## config.mk

```make
export PLATFORM = sky130hd
export DESIGN_NAME = interp_frame_sequencer
export DESIGN_NICKNAME = d
export VERILOG_FILES = /design/src/rtl/interp_frame_sequencer.sv
export SDC_FILE = /design/constraint.sdc
export NUM_CORES = 1
export LEC_CHECK = 0
export BUFFER_PORTS_ARGS = -buffer_cell sky130_fd_sc_hd__buf_2
export CAP_MARGIN = 30
export CORE_ASPECT_RATIO = 0.6
export CORE_UTILIZATION = 50
export CTS_CLUSTER_DIAMETER = 60
export CTS_CLUSTER_SIZE = 24
export DETAILED_ROUTE_END_ITERATION = 8
export HOLD_SLACK_MARGIN = 0.05
export PLACE_DENSITY = 0.8
export REMOVE_ABC_BUFFERS = 1
export SLEW_MARGIN = 20
export SYNTH_ARGS = -nofsm -noshare
export SYNTH_HDL_FRONTEND = slang
export SYNTH_SLANG_ARGS = --single-unit
```

## constraint.sdc

```tcl
create_clock -name clock -period 6.2 [get_ports clock]
set_input_delay 0.31 -clock clock [delete_from_list [all_inputs] [get_ports clock]]
set_output_delay 0.31 -clock clock [all_outputs]
set_load 0.03 [all_outputs]
```

## src/rtl/interp_frame_sequencer.sv

```systemverilog
// Frame sequencer between the RIFFA RX/TX channels and the bicubic control_unit.
// Optional build macro SEQ_SATURATE_EN clamps output pixels to 0..255 instead of truncating.
module interp_frame_sequencer #(
   parameter int OUT_ROWS   = 128,
   parameter int OUT_COLS   = 128,
   parameter int MAX_DIM    = 512,
   parameter int FIFO_DEPTH = 16
) (
   input  logic        clock,
   input  logic        reset,
   input  logic        abort,
   input  logic        rx_valid,
   input  logic [63:0] rx_data,
   output logic        rx_ready,
   output logic [31:0] cu_rows,
   output logic [31:0] cu_cols,
   output logic        cu_run,
   output logic [63:0] cu_data,
   output logic        cu_valid,
   input  logic [31:0] cu_pixel,
   input  logic        cu_pixel_valid,
   output logic        tx_valid,
   output logic [63:0] tx_data,
   input  logic        tx_ready,
   output logic        busy,
   output logic        done,
   output logic        err
);

   localparam int TOTAL  = OUT_ROWS * OUT_COLS;
   localparam int OCW    = $clog2(TOTAL) + 1;
   localparam int DW     = $clog2(MAX_DIM + 1);
   localparam int AREA_W = 2 * DW;
   localparam int ICW    = AREA_W - 2;
   localparam int AW     = $clog2(FIFO_DEPTH);
   localparam int CW     = AW + 1;

   localparam logic [OCW-1:0] TOTAL_C   = OCW'(TOTAL);
   localparam logic [CW-1:0]  STALL_LVL = CW'(FIFO_DEPTH - 2);
   localparam logic [CW-1:0]  FULL_LVL  = CW'(FIFO_DEPTH);
   localparam logic [31:0]    MAX_C     = 32'(MAX_DIM);

   typedef enum logic [1:0] {IDLE, LOAD, DRAIN, DONE} state_t;

   state_t            state, state_nxt;
   logic [ICW-1:0]    in_cnt;
   logic [OCW-1:0]    out_cnt;
   logic [2:0]        pk_idx;
   logic [55:0]       packer;
   logic [63:0]       pk_word;
   logic [7:0]        pix_byte;
   logic [63:0]       fifo_mem [FIFO_DEPTH];
   logic [AW-1:0]     wr_ptr, rd_ptr;
   logic [CW-1:0]     fifo_count;

   logic [31:0]       hdr_rows, hdr_cols;
   logic [AREA_W-1:0] hdr_area;
   logic              hdr_ok, stall, rx_xfer, hdr_take, load_xfer;
   logic              pix_take, push, pop, full, push_ok, overflow;

   // Output pixel reduction to one byte
   function automatic logic [7:0] to_byte(input logic signed [31:0] p);
`ifdef SEQ_SATURATE_EN
      if (p < 0)
         return 8'h00;
      else if (p > 32'sd255)
         return 8'hFF;
      else
         return p[7:0];
`else
      return p[7:0];
`endif
   endfunction

   assign hdr_rows = rx_data[31:0];
   assign hdr_cols = rx_data[63:32];
   assign hdr_area = AREA_W'(hdr_rows[DW-1:0]) * AREA_W'(hdr_cols[DW-1:0]);
   assign hdr_ok   = (hdr_rows != 32'd0) && (hdr_rows <= MAX_C) &&
                     (hdr_cols != 32'd0) && (hdr_cols <= MAX_C) &&
                     (hdr_area[2:0] == 3'd0);

   assign stall     = fifo_count >= STALL_LVL;
   assign rx_xfer   = rx_valid && rx_ready;
   assign hdr_take  = (state == IDLE) && rx_xfer;
   assign load_xfer = (state == LOAD) && rx_xfer;

   assign tx_valid = fifo_count != '0;
   assign tx_data  = tx_valid ? fifo_mem[rd_ptr] : 64'd0;

   assign pix_take = cu_pixel_valid && ((state == LOAD) || (state == DRAIN)) && (out_cnt != TOTAL_C);
   assign pix_byte = to_byte(cu_pixel);
   assign pk_word  = {pix_byte, packer};
   assign push     = pix_take && (pk_idx == 3'd7);
   assign pop      = tx_valid && tx_ready;
   assign full     = fifo_count == FULL_LVL;
   // A pop in the same cycle frees the slot, so a full FIFO still accepts the push
   assign push_ok  = push && (!full || pop);
   assign overflow = push && full && !pop;

   always_ff @(posedge clock or posedge reset) begin
      if (reset)
         state <= IDLE;
      else
         state <= state_nxt;
   end

   always_comb begin
      state_nxt = state;
      rx_ready  = 1'b0;
      cu_run    = 1'b0;
      busy      = 1'b1;
      done      = 1'b0;
      case (state)
         IDLE: begin
            busy     = 1'b0;
            rx_ready = !abort;
            if (rx_valid && !abort && hdr_ok)
               state_nxt = LOAD;
         end
         LOAD: begin
            cu_run   = 1'b1;
            rx_ready = !abort && !stall;
            if (rx_valid && rx_ready && (in_cnt == ICW'(1)))
               state_nxt = DRAIN;
         end
         DRAIN: begin
            cu_run = 1'b1;
            if ((out_cnt == TOTAL_C) && (fifo_count == '0))
               state_nxt = DONE;
         end
         DONE: begin
            done      = 1'b1;
            state_nxt = IDLE;
         end
         default: state_nxt = IDLE;
      endcase
      if (abort)
         state_nxt = IDLE;
      if (reset)
         rx_ready = 1'b0;
   end

   always_ff @(posedge clock or posedge reset) begin
      if (reset) begin
         cu_rows    <= '0;
         cu_cols    <= '0;
         cu_data    <= '0;
         cu_valid   <= 1'b0;
         err        <= 1'b0;
         in_cnt     <= '0;
         out_cnt    <= '0;
         pk_idx     <= '0;
         wr_ptr     <= '0;
         rd_ptr     <= '0;
         fifo_count <= '0;
      end else if (abort) begin
         cu_rows    <= '0;
         cu_cols    <= '0;
         cu_data    <= '0;
         cu_valid   <= 1'b0;
         err        <= 1'b0;
         in_cnt     <= '0;
         out_cnt    <= '0;
         pk_idx     <= '0;
         wr_ptr     <= '0;
         rd_ptr     <= '0;
         fifo_count <= '0;
      end else begin
         err      <= 1'b0;
         cu_valid <= 1'b0;
         if (hdr_take) begin
            if (hdr_ok) begin
               cu_rows <= hdr_rows;
               cu_cols <= hdr_cols;
               in_cnt  <= ICW'(hdr_area >> 3);
               out_cnt <= '0;
               pk_idx  <= '0;
            end else begin
               err <= 1'b1;
            end
         end
         if (load_xfer) begin
            cu_data  <= rx_data;
            cu_valid <= 1'b1;
            in_cnt   <= in_cnt - ICW'(1);
         end
         if (pix_take) begin
            pk_idx  <= pk_idx + 3'd1;
            out_cnt <= out_cnt + OCW'(1);
         end
         if (overflow)
            err <= 1'b1;
         if (push_ok)
            wr_ptr <= wr_ptr + AW'(1);
         if (pop)
            rd_ptr <= rd_ptr + AW'(1);
         fifo_count <= fifo_count + CW'(push_ok) - CW'(pop);
      end
   end

   // Packed-word storage: occupancy is tracked above, so contents need no reset
   always_ff @(posedge clock) begin
      if (pix_take)
         packer <= pk_word[63:8];
      if (push_ok)
         fifo_mem[wr_ptr] <= pk_word;
   end

endmodule
```

==> reports/metrics.cfg, run 1 <==
[yosys]
yosysWarnings = 0
synth_area_sq_um = 52000
yosysSeqAreaShare_pct = 71.1
synth_cell_type_count = 62
ys_async_sr_fraction_pct = 14.4
post_synth_and_or_nand_nor_area_fraction_pct = 6.93
synth_mux_area_share_pct = 14.0
synth_xor_xnor_area_share_pct = 0.438
synthTopCellsByArea = edfxtp_1, mux4_2, dfrtp_1
yosysTopAreaCell = edfxtp_1
synthCells = 2810
ys_ff_latch = 1261
avgSynthCellArea_sq_um = 18.5
synth_edf_count = 1080
synth_compound_area_share_pct = 1.54
synth_top_family_by_area = multiplexers
synth_top_flop_cell = edfxtp_1
synth_fa_ha_area_share_pct = 4.33
synth_top_area_share_pct = 62.4

[clock_tree]
clk_pin_slew_ns = 0.10
postCtsSetupRepairBufs = 0
cts_tree = yes
clk_path_buf_depth = 3
cts-root-buf = clkbuf_16
hold_buffers = 70
cts_sinks = 1261
ctsResizeCount = 0
cts_inserted_buffers = 68
clk_latency_ns = 0.68
ctsHtreeMaxLevel = 3

[timing]
setup_ws_ns = 0.680
timing.fmax_mhz = 181
max_slew_margin_pct = 31.9
period_minus_slack_ns = 5.52
setup_viol = 0
tightestPinTransition_ns = 1.02
rsz0062_at_grt = no
hold_viol_final = 0
min_period_over_period_pct = 89.0
tns_ns = 0
fin_skew_ns = 0.0265
finalMaxSlewViolations = 0

[grt]
grt_pass1_vias = 27400
grt_pass1_wl_mm = 177
antenna_found_initial = 1
grt_overflow = 0
grt_max_degree = 88
grt_usage_pct = 22.8

[outcome]
status = completed

[worst_setup_path]
startpoint_type = primary input
cp.arrival_ns = 6.05
crit_fanout = 13
path_class = in -> reg
setup.worst_path.end_class = flop
cp.required_ns = 6.73

[placement]
dp_cells = 4391
gp_congestion = 0.825
port_buffers = 276
placed_area_sq_um = 55300
dp_hpwl_mm = 65.1
preCtsSetupSlack_ns = 0.592

[detailed_routing]
dr.pass1.iters = 5
dr_total_vias = 27400
routed_wl_mm = 119
vias_per_cell = 6.02
drt-wirelength-per-cell_um = 26.2
antenna_left = 0
drc = 0
drt_iter0_markers = 3270

[layout]
final_common_cell = edfxtp_1
seqCellArea_sq_um = 37000
final_cells = 4556
multi_input_area_sq_um = 14300
drive_gt1_share_pct = 24.5
utilization_pct = 56.4
num-fill-cells = 7581
fin_area_sq_um = 58100
areaGrowthSynthToFinish_pct = 11.7
fin_nets = 3383
final_cell_mix = edfxtp_1, mux4_2, buf_2, nand2_1, dfrtp_1

[floorplanning]
initial_utilization_pct = 50.5
num_rows = 91
io_pins = 301
die_y_um = 252
dieArea_sq_um = 105000
die_w_um = 418
coreArea_sq_um = 103000

[power]
cellPowerDensity_nw_per_um2 = 334
peakVddDrop_v = 0.000241
power.leakage_nw = 20.5

[run]
max-cap-violations = 0

[hold_path]
holdCritPathClass = in -> reg

[critical path, stage by stage]
cell and delay [ns]:
dlygate4sd3_1 0.53, buf_2 0.28, nand2_1 0.13, fa_1 0.56, inv_1 0.06, fa_1 0.50
inv_1 0.05, fa_1 0.53, inv_1 0.05, fa_1 0.47, inv_1 0.05, fa_1 0.47
inv_1 0.04, ha_1 0.30, a21oi_1 0.29, nand2_1 0.10, o211a_1 0.14, or3_1 0.44
a41oi_1 0.35, o21ai_0 0.18, xnor2_1 0.15, o21ai_0 0.09
[where the power goes]
group / switching (mW) / internal (mW) / leakage [nW]
combinational: 2.77 / 2.25 / 7.36
sequential: 0.242 / 9.32 / 12.2
clock: 2.73 / 2.08 / 0.963
total: 5.75 / 13.6 / 20.5
[synthesized netlist by cell type (all sizes together), types with 5 or more instances]
| library cell | instances |
|---|---|
| fa | 63 |
| dfrtp | 181 |
| edfxtp | 1080 |
| o21ai | 37 |
| nor4 | 23 |
| nand3 | 16 |
| nand2b | 6 |
| nand3b | 84 |
| buf | 40 |
| nor2b | 5 |
| nor3 | 21 |
| xnor2 | 12 |
| nand2 | 248 |
| a31oi | 7 |
| clkbuf | 108 |
| and2 | 175 |
| or3 | 6 |
| mux4 | 320 |
| a211oi | 7 |
| and3 | 11 |
| nor2 | 78 |
| nand4 | 8 |
| a21o | 9 |
| ha | 79 |
| inv | 87 |
| xor2 | 14 |
| a21oi | 36 |
[final cells by class]
class                   count  area share (%)
flip-flops and latches   1261            63.7
multi-input cells        1314            24.6
repair buffers            407            4.74
well taps                1395            3.01
clock buffers              73            2.96
inverters                  87           0.575
clock inverters            18           0.435
diodes                      1         0.00431
[metal layers]
metal,GRT usage (%),share of wire (%)
met1,34.0,41
met2,34.6,47
met3,5.00,9.7
met4,5.67,2.4
met5,0,0
[state kept, by name (all words and copies together), names as in the netlist, 2 cells and up]
| register | count |
|---|---|
| in_cnt | 18 |
| cu_rows | 32 |
| cu_data | 64 |
| out_cnt | 15 |
| fifo_count | 5 |
| packer | 56 |
| pk_idx | 3 |
| rd_ptr | 4 |
| state | 2 |
| wr_ptr | 4 |
| cu_cols | 32 |
| fifo_mem | 1024 |
[per-stage QoR]
stage	power (mW)	hold slack, ns
floorplan	13.8	0.373
global placement	14.7	0.463
detailed placement	14.7	0.465
CTS	19.6	0.0510
global route	20.2	0.0815
finish	19.4	0.111
[path summary, 6_finish.rpt]
kind | start | endpoint | slack [ns] | cells after the start
min | rx_data[33] | cu_data[33] | 0.11 | 4
min in group asynchronous | reset | cu_cols[16] | 0.41 | 3
max | rx_data[7] | in_cnt[15] | 0.68 | 22
max reg2reg | out_cnt[0] | fifo_mem[7][61] | 2.08 | 11
min reg2reg | cu_rows[15] | cu_rows[15] | 0.49 | 1
max in group asynchronous | reset | rd_ptr[2] | 4.50 | 4
[kinds of logic after synthesis]
kind of cell | Yosys count
muxes | 325
and+or+nand+nor | 692
AOI/OAI and AO/OA | 129
DFF | 1261
buffers and inverters | 235
xor gates and xnor gates | 26
adders and majority gates | 142
(Power assumes the default switching activity.)
==> inputs of run 2 (changes only) <==
--- a/config.mk
+++ b/config.mk
@@ -7,13 +7,15 @@
 export LEC_CHECK = 0
 export BUFFER_PORTS_ARGS = -buffer_cell sky130_fd_sc_hd__buf_2
 export CAP_MARGIN = 30
+export CELL_PAD_IN_SITES_DETAIL_PLACEMENT = 0
+export CELL_PAD_IN_SITES_GLOBAL_PLACEMENT = 2
 export CORE_ASPECT_RATIO = 0.6
-export CORE_UTILIZATION = 50
+export CORE_UTILIZATION = 42
 export CTS_CLUSTER_DIAMETER = 60
 export CTS_CLUSTER_SIZE = 24
 export DETAILED_ROUTE_END_ITERATION = 8
 export HOLD_SLACK_MARGIN = 0.05
-export PLACE_DENSITY = 0.8
+export PLACE_DENSITY = 0.85
 export REMOVE_ABC_BUFFERS = 1
 export SLEW_MARGIN = 20
 export SYNTH_ARGS = -nofsm -noshare
==> run 2 against run 1 <==
  * First-iteration DRC count decreased by 0.80%
  * Global-route usage down 3.3 points
  * Maximum frequency is 0.64% lower
  * Cell area increased by 1.2%
  * Register-to-register slack lost 0.16 ns
  * Core utilization fell by 8.3 points
  * Wire length rose by 2.6%
  * Highest routed layer unchanged
==> reports/metrics.cfg, run 2 (same netlist as run 1, synthesis figures left out) <==
[outcome]
status = completed

[detailed_routing]
wl_met3_mm = 8.48
routed.top_layer = met4
dr.pass1.iters = 7
drt-wirelength-per-cell_um = 25.5
antenna_left = 0
vias_per_cell = 5.60
dr_wl_met2_mm = 55.1
routed_wl_mm = 122
met1Wirelength_mm = 56.3
dr_total_vias = 26900
drc = 0
drt_iter0_markers = 3244

[layout]
multi_input_area_sq_um = 14300
regMostFlops = fifo_mem
utilization_pct = 48.1
drive_gt1_share_pct = 24.7
largest_register_ffs = 1024
fin_nets = 3384
final_common_cell = edfxtp_1
diodes = 0
fin_area_sq_um = 58800
seqCellArea_sq_um = 37000
final_cells = 4797
areaGrowthSynthToFinish_pct = 13.0
num-fill-cells = 10100
reg_top3 = fifo_mem x1024, cu_data x64, packer x56
final_cell_mix = edfxtp_1, mux4_2, buf_2, nand2_1, dfrtp_1

[clock_tree]
cts_sinks = 1261
postCtsSetupRepairBufs = 0
hold_buffers = 73
clk_path_buf_depth = 3
ctsResizeCount = 0
ctsHtreeMaxLevel = 3
cts-root-buf = clkbuf_16
cts_tree = yes
cts_inserted_buffers = 73
clk_latency_ns = 0.68
clk_pin_slew_ns = 0.09

[hold_path]
holdCritPathClass = in -> reg

[floorplanning]
die_w_um = 456
initial_utilization_pct = 42.6
io_pins = 301
die_y_um = 275
coreArea_sq_um = 122000
dieArea_sq_um = 125000
num_rows = 99

[worst_setup_path]
cp.arrival_ns = 6.09
setup.worst_path.end_class = flop
crit_fanout = 13
cp.required_ns = 6.73
startpoint_type = primary input
path_class = in -> reg

[timing]
timing.fmax_mhz = 180
tightestPinTransition_ns = 0.984
tns_ns = 0
finalMaxSlewViolations = 0
setup_viol = 0
period_minus_slack_ns = 5.55
fin_skew_ns = 0.0312
min_period_over_period_pct = 89.6
hold_viol_final = 0
max_slew_margin_pct = 34.4
rsz0062_at_grt = no

[placement]
port_buffers = 276
dp_cells = 4607
gp_congestion = 0.774
dp_hpwl_mm = 67.5
placed_area_sq_um = 55600

[grt]
grt_pass1_wl_mm = 182
grt_usage_pct = 19.5
antenna_found_initial = 2
grt_pass1_vias = 27000
grt_overflow = 0
grt_max_degree = 120

[run]
max-cap-violations = 0

[power]
p_total_mw = 20.0
peakVddDrop_v = 0.000229
cellPowerDensity_nw_per_um2 = 340
power.leakage_nw = 20.7

[run 2: worst paths after layout]
| path | slack, ns | end | cells after the start | start |
|---|---|---|---|---|
| max | 0.65 | in_cnt[15] | 22 | rx_data[7] |
| min | 0.12 | cu_rows[8] | 5 | rx_valid |
| max reg2reg | 1.92 | fifo_mem[10][20] | 11 | out_cnt[0] |
| min reg2reg | 0.49 | cu_cols[14] | 1 | cu_cols[14] |
| max in group asynchronous | 4.30 | cu_cols[1] | 5 | reset |
| min in group asynchronous | 0.24 | cu_rows[13] | 3 | reset |
[run 2: worst max-delay path, stage by stage]
cell and delay, ns:
dlygate4sd3_1 0.53, buf_2 0.31, nand2_1 0.13, fa_1 0.55
inv_1 0.05, fa_1 0.49, inv_1 0.05, fa_1 0.53
inv_1 0.05, fa_1 0.47, inv_1 0.05, fa_1 0.48
inv_1 0.04, ha_1 0.31, a21oi_1 0.30, nand2_1 0.09
o211a_1 0.15, or3_1 0.45, a41oi_1 0.36, o21ai_0 0.17
xnor2_1 0.14, o21ai_0 0.08
[run 2: metrics by stage]
stage	hold slack [ns]	setup WS, ns
after floorplan	0.373	-5.25
after global placement	0.463	0.492
after detailed placement	0.465	0.504
after CTS	0.0569	0.663
after global routing	0.129	0.349
final	0.121	0.645
[run 2: layer usage]
metal	vias up	GRT usage, %
li1	11500	-
met3	141	3.52
met1	14300	30.2
met5	-	0
met4	0	4.43
met2	965	28.7
[run 2: final cells by class]
class / instances / share of cell area [%]
repair buffers: 403 / 4.70
clock inverters: 28 / 0.652
inverters: 87 / 0.573
well taps: 1616 / 3.44
flip-flops and latches: 1261 / 62.9
multi-input cells: 1314 / 24.3
clock buffers: 88 / 3.39
[run 2: power breakdown]
| part | switching [mW] | total [mW] | internal [mW] |
|---|---|---|---|
| combinational | 2.79 | 5.05 | 2.26 |
| sequential | 0.252 | 9.57 | 9.32 |
| clock | 2.89 | 5.33 | 2.44 |
| total | 5.93 | 20.0 | 14.0 |
==> inputs of run 3 (changes only) <==
--- a/config.mk
+++ b/config.mk
@@ -5,7 +5,7 @@
 export SDC_FILE = /design/constraint.sdc
 export NUM_CORES = 1
 export LEC_CHECK = 0
-export BUFFER_PORTS_ARGS = -buffer_cell sky130_fd_sc_hd__buf_2
+export BUFFER_PORTS_ARGS = -buffer_cell sky130_fd_sc_hd__buf_4
 export CAP_MARGIN = 30
 export CELL_PAD_IN_SITES_DETAIL_PLACEMENT = 0
 export CELL_PAD_IN_SITES_GLOBAL_PLACEMENT = 2
==> run 3 against run 2 <==
  * Global-route usage decreased by 0.34 points
  * Cell area is 1.1% higher
  * First-iteration DRC count decreased by 6.3%
  * Register-to-register slack worse by 0.02 ns
  * Clock skew is 0.016 ns higher
  * Critical path type unchanged
  * Largest cell class unchanged
  * Largest power group unchanged
==> reports/metrics.cfg, run 3 (same netlist as run 1, synthesis figures left out) <==
[outcome]
status = completed

[power]
power.leakage_nw = 20.8
cellPowerDensity_nw_per_um2 = 338
peakVddDrop_v = 0.000320
p_total_mw = 20.1

[timing]
max_slew_margin_pct = 31.2
fin_skew_ns = 0.0469
period_minus_slack_ns = 5.45
rsz0062_at_grt = no
hold-worst-slack_ns = 0.137
tns_ns = 0
hold_viol_final = 0
timing.fmax_mhz = 184
setup_viol = 0
finalMaxSlewViolations = 0
tightestPinTransition_ns = 1.03
setup_ws_ns = 0.753
min_period_over_period_pct = 87.9

[detailed_routing]
routed_wl_mm = 120
antenna_left = 0
met1Wirelength_mm = 55.1
dr_wl_met2_mm = 54.7
dr.pass1.iters = 6
vias_per_cell = 5.60
dr_total_vias = 26800
routed.top_layer = met4
wl_met3_mm = 8.27
drt_iter0_markers = 3039
drc = 0
drt-wirelength-per-cell_um = 25.1

[floorplanning]
io_pins = 301
die_w_um = 456
coreArea_sq_um = 122000
die_y_um = 275
initial_utilization_pct = 42.6
dieArea_sq_um = 125000
num_rows = 99

[placement]
preCtsSetupSlack_ns = 0.628
dp_cells = 4605
dp_hpwl_mm = 67.1
port_buffers = 276
gp_congestion = 0.764

[clock_tree]
clk_pin_slew_ns = 0.09
cts_sinks = 1261
cts-root-buf = clkbuf_16
ctsResizeCount = 0
cts_inserted_buffers = 72
cts_tree = yes
clk_latency_ns = 0.71
ctsHtreeMaxLevel = 3
clk_path_buf_depth = 3

[worst_setup_path]
cp_slowest_cell = dlygate4sd3_1
cpPeakStageDelay_ns = 0.54
path_class = in -> reg
setup.worst_path.end_class = flop
path_cells = dlygate4sd3_1 -> buf_4 -> nand2_1 -> fa_1 -> inv_1 -> fa_1 -> inv_1 -> fa_1 -> inv_1 -> fa_1 -> inv_1 -> fa_1 -> inv_1 -> ha_1 -> a21oi_1 -> nand2_1 -> o211a_1 -> or3_1 -> a41oi_1 -> o21ai_0 -> xnor2_1 -> o21ai_0
cp.arrival_ns = 5.99
startpoint_type = primary input
crit_fanout = 13
cp.required_ns = 6.74

[grt]
grt_pass1_vias = 26500
grt_pass1_wl_mm = 179
antenna_found_initial = 0
grt_max_degree = 146
grt_overflow = 0
grt_usage_pct = 19.2

[layout]
regMostFlops = fifo_mem
final_cells = 4792
fin_nets = 3381
num-fill-cells = 9975
drive_gt1_share_pct = 24.6
final_common_cell = edfxtp_1
diodes = 0
largest_register_ffs = 1024
final_cell_mix = edfxtp_1, mux4_2, buf_4, nand2_1, dfrtp_1
areaGrowthSynthToFinish_pct = 14.2
reg_top3 = fifo_mem x1024, cu_data x64, packer x56

[hold_path]
holdCritPathClass = in -> reg

[run]
max-cap-violations = 0

## run 3: changes by cell type in the layout (fill, tap and decap cells not counted), sizes merged
cell         before  now
clkbuf           88   83
clkinv            9   12
buf             330  329
dlygate4sd3      73   72
inv             103  102
## run 3: worst max-delay path, delay by kind of cell
family	cells	cell delay, ns
adder cells (fa/ha/maj)	6	2.76
XOR/XNOR	1	0.16
AO/OA/AOI/OAI	5	1.06
AND/OR/NAND/NOR	3	0.64
buffers and inverters	7	1.02
## run 3: layout make-up
cell class              instances  area (sq um)  share of cell area [%]
flip-flops and latches       1261         37000                    62.3
multi-input cells            1314         14300                    24.1
repair buffers                401          3430                    5.78
well taps                    1616          2020                    3.40
clock buffers                  83          1860                    3.14
clock inverters                30           475                   0.801
inverters                      87           337                   0.567
## run 3: final timing paths
path,end,slack (ns),start,cells after the start
max in group asynchronous,cu_data[62],4.61,reset,5
worst max-delay path,in_cnt[15],0.75,rx_data[6],22
worst min register to register,cu_rows[29],0.49,cu_rows[29],1
min in group asynchronous,cu_rows[23],0.40,reset,3
worst max register to register,fifo_mem[11][13],1.90,out_cnt[0],11
worst min-delay path,rd_ptr[0],0.14,abort,2
## run 3: what timing repair did
item                                   CTS  global route
buffers inserted                         0             0
hold buffers                            72             0
endpoints found under the hold margin  328             0
## run 3: routing by layer
metal / vias to the layer above / global-route usage, %
met5: - / 0
li1: 11500 / -
met4: 0 / 3.94
met1: 14300 / 29.7
met3: 123 / 3.60
met2: 905 / 28.3
## run 3: where the power goes
group / switching [mW] / internal, mW
sequential: 0.246 / 9.32
combinational: 2.79 / 2.41
clock: 2.93 / 2.37
total: 5.96 / 14.1
## run 3: through the flow
stage,util (%),area [sq um]
after detailed placement,46.1,56300
after global placement,46.1,56300
final,48.6,59400
after floorplan,-,51400
after global routing,48.6,59400
after CTS,48.6,59300
